==> src/rtl/wimax_deinterleaver.sv <==
// Receive-side WiMAX block deinterleaver: writes each block in permuted order into one of
// two ping-pong flop banks while the other bank streams out in original coded order.
module wimax_deinterleaver #(
  parameter  int NCBPS = 192,
  parameter  int NCPC  = 2,
  parameter  int D     = 16,
  localparam int S     = ((NCPC / 2) > 1) ? (NCPC / 2) : 1,
  localparam int IW    = $clog2(NCBPS)
) (
  input  logic          clk,
  input  logic          resetN,
  input  logic          valid_in,
  input  logic          data_in,
  output logic          ready_out,
  output logic          valid_out,
  output logic          data_out,
  output logic [IW-1:0] data_out_index,
  output logic          block_last,
  input  logic          ready_in
);

  localparam int            CW   = $clog2(D * NCBPS) + 1;
  localparam logic [IW-1:0] LAST = IW'(NCBPS - 1);

  logic [NCBPS-1:0] bank [2];
  logic [1:0]       full;
  logic             wbank;
  logic             rbank;
  logic [IW-1:0]    wr_j;
  logic [IW-1:0]    rd_r;
  logic [IW-1:0]    wr_k;
  logic             wr_fire;
  logic             rd_fire;

  // Inverse of the two-step interleaver: received index j -> original coded index k.
  always_comb begin : write_map
    logic [CW-1:0] j_w;
    logic [CW-1:0] m;
    logic [CW-1:0] dm;
    j_w  = CW'(wr_j);
    m    = CW'(S) * (j_w / CW'(S)) + ((j_w + (CW'(D) * j_w) / CW'(NCBPS)) % CW'(S));
    dm   = CW'(D) * m;
    wr_k = IW'(dm - CW'(NCBPS - 1) * (dm / CW'(NCBPS)));
  end

  assign ready_out      = !full[wbank];
  assign valid_out      = full[rbank];
  assign data_out       = valid_out ? bank[rbank][rd_r] : 1'b0;
  assign data_out_index = rd_r;
  assign block_last     = valid_out && (rd_r == LAST);

  assign wr_fire = valid_in && ready_out;
  assign rd_fire = valid_out && ready_in;

  // NOTE: registered state uses non-blocking assignments so every flop samples pre-edge values.
  always_ff @(posedge clk or negedge resetN) begin
    if (!resetN) begin
      full  <= '0;
      wbank <= 1'b0;
      rbank <= 1'b0;
      wr_j  <= '0;
      rd_r  <= '0;
    end else begin
      // Write and read always target different banks, so both full updates can land together.
      if (wr_fire) begin
        if (wr_j == LAST) begin
          wr_j        <= '0;
          full[wbank] <= 1'b1;
          wbank       <= ~wbank;
        end else begin
          wr_j <= wr_j + 1'b1;
        end
      end
      if (rd_fire) begin
        if (rd_r == LAST) begin
          rd_r        <= '0;
          full[rbank] <= 1'b0;
          rbank       <= ~rbank;
        end else begin
          rd_r <= rd_r + 1'b1;
        end
      end
    end
  end

  // NOTE: bank storage is deliberately not reset; the full flags gate every read of it.
  always_ff @(posedge clk) begin
    if (wr_fire) bank[wbank][wr_k] <= data_in;
  end

endmodule

==> config.mk <==
export PLATFORM = sky130hd
export DESIGN_NAME = wimax_deinterleaver
export DESIGN_NICKNAME = d
export VERILOG_FILES = /design/src/rtl/wimax_deinterleaver.sv
export SDC_FILE = /design/constraint.sdc
export NUM_CORES = 1
export LEC_CHECK = 0
export ABC_AREA = 1
export ABC_CLOCK_PERIOD_IN_PS = 4900
export CAP_MARGIN = 20
export CORE_ASPECT_RATIO = 1.1
export CORE_UTILIZATION = 45
export DETAILED_ROUTE_END_ITERATION = 10
export PLACE_DENSITY_LB_ADDON = 0.08
export SYNTH_ARGS = -nofsm -noshare
export SYNTH_HDL_FRONTEND = slang
export SYNTH_SLANG_ARGS = --single-unit
==> constraint.sdc <==
create_clock -name clk -period 4.9 [get_ports clk]
set_input_delay 0.98 -clock clk [delete_from_list [all_inputs] [get_ports clk]]
set_output_delay 0.98 -clock clk [all_outputs]
set_load 0.005 [all_outputs]
==> results of run 1 <==
## metrics by stage
step,setup slack [ns],instance area (µm²),std cells,setup TNS (ns)
2_1_floorplan,0.00855,21100,2252,0
6_report,-0.226,24600,2870,-64.97
3_5_place_dp,-0.328,22200,2764,-87.99
3_3_place_gp,-0.252,22200,2764,-66.63
5_1_grt,-0.474,24600,2870,-163.73
4_1_cts,-0.206,24100,2866,-54.40
## worst paths after layout
check,to,slack (ns),cells after the start
max,bank[0][143]$_DFFE_PP_,-0.23,30
min,full[1]$_DFF_PN0_,0.53,2
max reg2reg,bank[0][143]$_DFFE_PP_,-0.23,30
min reg2reg,full[1]$_DFF_PN0_,0.53,2
max in group asynchronous,wbank$_DFFE_PN0P_,3.31,1
min in group asynchronous,data_out_index[7]$_DFFE_PN0P_,0.92,1
## worst max-delay path: cells and delay by family (launching register included)
family          cells  cell delay, ns
fa+ha+maj           5            2.06
simple gates       16            1.43
buf+inv             6            0.54
flops               1            0.41
compound gates      3            0.39
## synthesized netlist by cell type (all sizes together) (5+ instances only)
master	n	area [µm²]
o221ai	8	70.1
clkbuf	116	435
inv	115	432
a21oi	44	220
xor2	6	52.6
o21ai	88	440
edfxtp	384	11500
o22ai	5	31.3
dfrtp	20	500
buf	76	492
nand3	260	1610
ha	28	350
o211ai	15	113
nand4	129	807
fa	12	240
nor2	535	2020
nand2	396	1520
## kinds of logic after synthesis
family / Yosys count / share of synthesized area [%]
buffers and inverters: 310 / 6.53
flip-flops: 404 / 57.4
adder cells (fa/ha/maj): 40 / 2.82
AND/OR/NAND/NOR: 1324 / 28.5
AO/OA/AOI/OAI: 165 / 4.36
XOR/XNOR: 9 / 0.376
## area by class of cell
cell class / count / area share, %
clock buffers: 65 / 4.96
clock inverters: 18 / 0.584
inverters: 118 / 1.86
multi-input cells: 1538 / 33.9
flip-flops and latches: 404 / 48.9
well taps: 588 / 2.99
repair buffers: 139 / 6.79
## power groups by stage
stage / sequential [mW] / clock, mW / combinational, mW
after detailed placement: 3.85 / 0 / 0.0546
after global routing: 3.78 / 3.39 / 0.0600
after floorplan: 3.85 / 0 / 0.00000411
final: 3.78 / 3.21 / 0.0545
after global placement: 3.85 / 0 / 0.0531
after CTS: 3.78 / 3.27 / 0.0545
## flip-flops by register name (all words and copies together), names as in the netlist
signal / count
bank: 384
data_out_index: 8
full: 2
rbank: 1
wbank: 1
wr_j: 8
## timing repair
action / CTS / global route
buffers inserted: 13 / 2
endpoints found under the hold margin: 0 / 0
cloned: 6 / 8
setup endpoints to repair: 384 / 385
gates resized for setup: 54 / 128
pin swaps: 17 / 47
## layer usage
layer	part of all wire, %	track usage [%]
met1	42	34.5
met2	48	41.9
met3	6.5	4.53
met4	2.8	10.5
met5	0	0
==> impl_metrics.py, run 1 <==
metrics = {
    "outcome": {
        "status": "finished, violations left",
        "violations": "max-slew violations, negative setup slack",
    },
    "die": {
        "dieHeight_um": 228,
        "rows": 82,
        "die_x_um": 208,
        "dieArea_um2": 47500,
        "core_um2": 45800,
        "ios": 17,
        "start_util_pct": 45.8,
    },
    "pwr": {
        "p_int_mw": 5.62,
        "power_switching_mw": 1.42,
        "seqPwrFrac_pct": 53.6,
        "power_mw": 7.04,
        "peakVddDrop_v": 0.000227,
        "leakage_nw": 8.90,
        "power.density_nw_per_um2": 286,
        "swShare_pct": 20.2,
        "p_comb_share_pct": 0.8,
        "pwr-share-clk_pct": 45.6,
    },
    "cts": {
        "cts_inserted_buffers": 45,
        "numClockSinks": 404,
        "cts.clk_slew.worst_paths_ns": 0.06,
        "ctsRootBufferMaster": "clkbuf_16",
        "clk_path_buf_depth": 3,
        "htree_levels": 2,
        "clk_latency_ns": 0.58,
        "ctsHoldBuffers": 0,
        "cts_tree": "yes",
    },
    "cells_and_area": {
        "final_common_cell": "nor2_1",
        "multi_input_area_um2": 8360,
        "finalNetCount": 2291,
        "final_core_util_pct": 53.8,
        "layout-drive-gt1-share_pct": 17.2,
        "antenna_cells": 0,
        "fillers": 4108,
        "final-seq-area_um2": 12000,
        "layout_common_cells": "nor2_1, edfxtp_1, nand2_1",
        "area_growth_pct": 17.4,
    },
    "logic_synthesis": {
        "synth_flop_cell": "edfxtp_1",
        "synth_seq_cells": 404,
        "syn_area_um2": 21000,
        "ys_types": 39,
        "postSynth.asyncResetShare_pct": 4.95,
        "synth.avg_cell_area_um2": 9.31,
        "ys_warn_count": 0,
        "synthesis.instances": 2252,
        "synth_edf_count": 384,
        "yosysSeqAreaShare_pct": 57.4,
        "syn_nets": 2297,
    },
    "setup_path": {
        "worst_path_max_delay_cell": "fa_1",
        "critPathMaxStageDelay_ns": 0.53,
        "critical_path_required_ns": 5.17,
        "crit_arrival_ns": 5.40,
        "path_max_fanout": 8,
        "startpoint": "wr_j[6]$_DFFE_PN0P_",
        "regToRegStartpoint": "wr_j[6]$_DFFE_PN0P_",
        "startpoint_type": "flop",
        "endpoint_kind": "flop",
        "crit_type": "flop to flop",
    },
    "sta": {
        "max_slew_margin_pct": -4.67,
        "holdWs_ns": 0.529,
        "fin_crit_sh_pct": 105,
        "setup-violations-final": 384,
        "skew_ns": 0.0170,
        "min_period_ns": 5.13,
        "rsz0062_at_grt": "yes",
        "timing.fmax_ghz": 0.195,
        "drv_slew": 63,
        "hold_viol": 0,
        "tightest_slew_ns": 1.57,
        "setup_slack_ns": -0.226,
    },
    "global_routing": {
        "grt_usage_pct": 25.9,
        "grt-ovfl-total": 0,
        "grt_pass1_vias": 16300,
        "antenna_found_initial": 0,
        "grt_pass1_wl_mm": 94.3,
        "grt_start_max_net_pins": 194,
    },
    "worst_hold_path": {
        "hold_path_class": "flop to flop",
        "min_from": "full[1]$_DFF_PN0_",
    },
    "job": {
        "drv_cap": 0,
    },
    "routing": {
        "detail_route.first_pass.iterations": 7,
        "drc": 0,
        "routed_wl_mm": 61.7,
        "vias": 16500,
        "drt_iter0_markers": 1454,
        "routed_via_density": 5.75,
        "drtAntennaViolNets": 0,
        "avgRoutedWirePerCell_um": 21.5,
    },
    "placed_design": {
        "dp_hpwl_mm": 32.6,
        "port_buffers": 16,
        "gp_congestion": 0.815,
    },
}
Note: power is estimated with default switching activity, not from simulation.
==> inputs of run 2 (changes only) <==
- CTS_BUF_LIST: not set -> sky130_fd_sc_hd__clkbuf_4
==> impl_metrics.py, run 2 (synthesis results as in run 1) <==
metrics = {
    "cells_and_area": {
        "final_common_cell": "nor2_1",
        "final_core_util_pct": 53.5,
        "largest_register": "bank",
        "largest_reg_flops": 384,
        "finalNetCount": 2363,
        "layout-drive-gt1-share_pct": 19.4,
        "multi_input_area_um2": 7870,
        "area_growth_pct": 16.7,
        "fin_area_um2": 24500,
        "fillers": 4172,
        "final-seq-area_um2": 12000,
        "layout.cells.non_filler": 2986,
        "layout_common_cells": "nor2_1, edfxtp_1, nand2_1",
    },
    "die": {
        "dieHeight_um": 228,
        "ios": 17,
        "core_um2": 45800,
        "start_util_pct": 45.8,
        "dieArea_um2": 47500,
        "rows": 82,
        "die_x_um": 208,
    },
    "cts": {
        "clk_path_buf_depth": 3,
        "ctsRootBufferMaster": "clkbuf_4",
        "htree_levels": 3,
        "numClockSinks": 404,
        "cts.clk_slew.worst_paths_ns": 0.06,
        "clk_latency_ns": 0.85,
        "cts_tree": "yes",
        "cts_inserted_buffers": 106,
    },
    "routing": {
        "drt_iter0_markers": 1532,
        "drc": 0,
        "routed_wl_mm": 62.8,
        "wl_met1_mm": 26.6,
        "wl_met3_mm": 4.36,
        "maxUsedRoutingLayer": "met4",
        "vias": 16900,
        "detail_route.first_pass.iterations": 5,
        "routed_via_density": 5.66,
        "drtAntennaViolNets": 0,
        "dr_wl_met2_mm": 30.4,
        "avgRoutedWirePerCell_um": 21.0,
    },
    "placed_design": {
        "post_dp_cell_area_um2": 22200,
        "gp_congestion": 0.815,
        "port_buffers": 16,
        "dpl.cell_count": 2764,
        "dp_hpwl_mm": 32.6,
    },
    "setup_path": {
        "worst_path_max_delay_cell": "fa_2",
        "crit_arrival_ns": 5.75,
        "crit_type": "flop to flop",
        "crit_buf_inv": 7,
        "endpoint_kind": "flop",
        "cpLargestDelayFamily": "adder cells",
        "path_max_fanout": 5,
        "startpoint_type": "flop",
        "crit_path_frequent_cell": "nand2_1",
        "critPathMaxStageDelay_ns": 0.54,
        "critical_path_required_ns": 5.43,
    },
    "pwr": {
        "peakVddDrop_v": 0.000216,
        "leakage_nw": 9.22,
        "power.density_nw_per_um2": 277,
    },
    "sta": {
        "drv_slew": 0,
        "tightest_slew_ns": 1.47,
        "rsz0062_at_grt": "yes",
        "max_slew_margin_pct": 2.14,
        "fin_crit_sh_pct": 106,
        "skew_ns": 0.0501,
        "min_period_ns": 5.22,
        "timing.fmax_ghz": 0.192,
        "setup-violations-final": 384,
        "setup_slack_ns": -0.316,
        "hold_viol": 0,
    },
    "outcome": {
        "status": "finished, violations left",
        "violations": "negative setup slack",
    },
    "worst_hold_path": {
        "hold_path_class": "flop to flop",
    },
    "global_routing": {
        "grt-ovfl-total": 0,
        "antenna_found_initial": 1,
        "grt_start_max_net_pins": 194,
        "grt_pass1_wl_mm": 97.5,
        "grt_pass1_vias": 17000,
        "grt_usage_pct": 26.8,
    },
    "job": {
        "drv_cap": 0,
    },
}
## run 2: cell types whose count changed in the layout (fill, tap and decap cells not counted), moves of 4 or more
cell,before,now
nor2_2,73,37
nor2_4,19,4
clkbuf_16,52,7
nor2_1,442,493
clkinv_2,7,0
buf_16,3,13
nand3_2,34,64
nand3_4,38,3
clkbuf_4,0,172
clkinv_1,7,11
clkbuf_1,18,0
nand3_1,188,193
## run 2: repair_timing
item,in CTS,in global routing
setup endpoints to repair,385,385
buffers inserted,13,1
pin swaps,17,15
hold endpoints to repair,0,0
cloned,13,7
resized for setup,47,38
hold buffers,0,0
## run 2: power by group
group / total, mW / switching [mW] / leakage, nW / internal, mW
Combinational: 0.0545 / 0.0481 / 4.74 / 0.00637
Clock: 2.96 / 1.39 / 0.820 / 1.57
Sequential: 3.78 / 0 / 3.66 / 3.78
Total: 6.79 / 1.44 / 9.22 / 5.35
## run 2: stage by stage
stage	setup WS (ns)	TNS (ns)	power (mW)	hold slack, ns
global placement	-0.252	-66.63	3.90	0.508
global route	-0.583	-191.06	7.05	0.562
detailed placement	-0.328	-87.99	3.91	0.519
floorplan	0.00855	0	3.85	0.487
finish	-0.316	-87.89	6.79	0.533
CTS	-0.262	-72.18	6.88	0.538
## run 2: cell type report
type                       instances  share of cell area [%]
antenna                            1                  0.0102
clock buffer                     172                    5.28
clock inverter                    15                   0.261
inverter                         118                    1.90
multi-input combinational       1538                    32.1
sequential                       404                    49.2
tap                              588                    3.01
timing repair buffer             150                    8.18
## run 2: worst min-delay path, stage by stage (launching register included)
cell     delay [ns]
dfrtp_1        0.36
o22ai_1        0.09
inv_1          0.05
## run 2: routing by layer
metal  global-route usage (%)  vias up
li1                         -     7886
met1                     34.8     8327
met2                     44.5      579
met3                     4.99      122
met4                     10.1        0
met5                        0        -
## run 2: path summary, 6_finish.rpt
| check | end | start | slack (ns) | cells after the start |
|---|---|---|---|---|
| setup / recovery | bank[1][180]$_DFFE_PP_ | wr_j[6]$_DFFE_PN0P_ | -0.32 | 32 |
| hold / removal | full[1]$_DFF_PN0_ | full[1]$_DFF_PN0_ | 0.53 | 2 |
| setup reg to reg | bank[1][180]$_DFFE_PP_ | wr_j[6]$_DFFE_PN0P_ | -0.32 | 32 |
| hold reg to reg | full[1]$_DFF_PN0_ | full[1]$_DFF_PN0_ | 0.53 | 2 |
| max in group asynchronous | wbank$_DFFE_PN0P_ | resetN | 3.52 | 1 |
| min in group asynchronous | data_out_index[7]$_DFFE_PN0P_ | resetN | 0.66 | 1 |
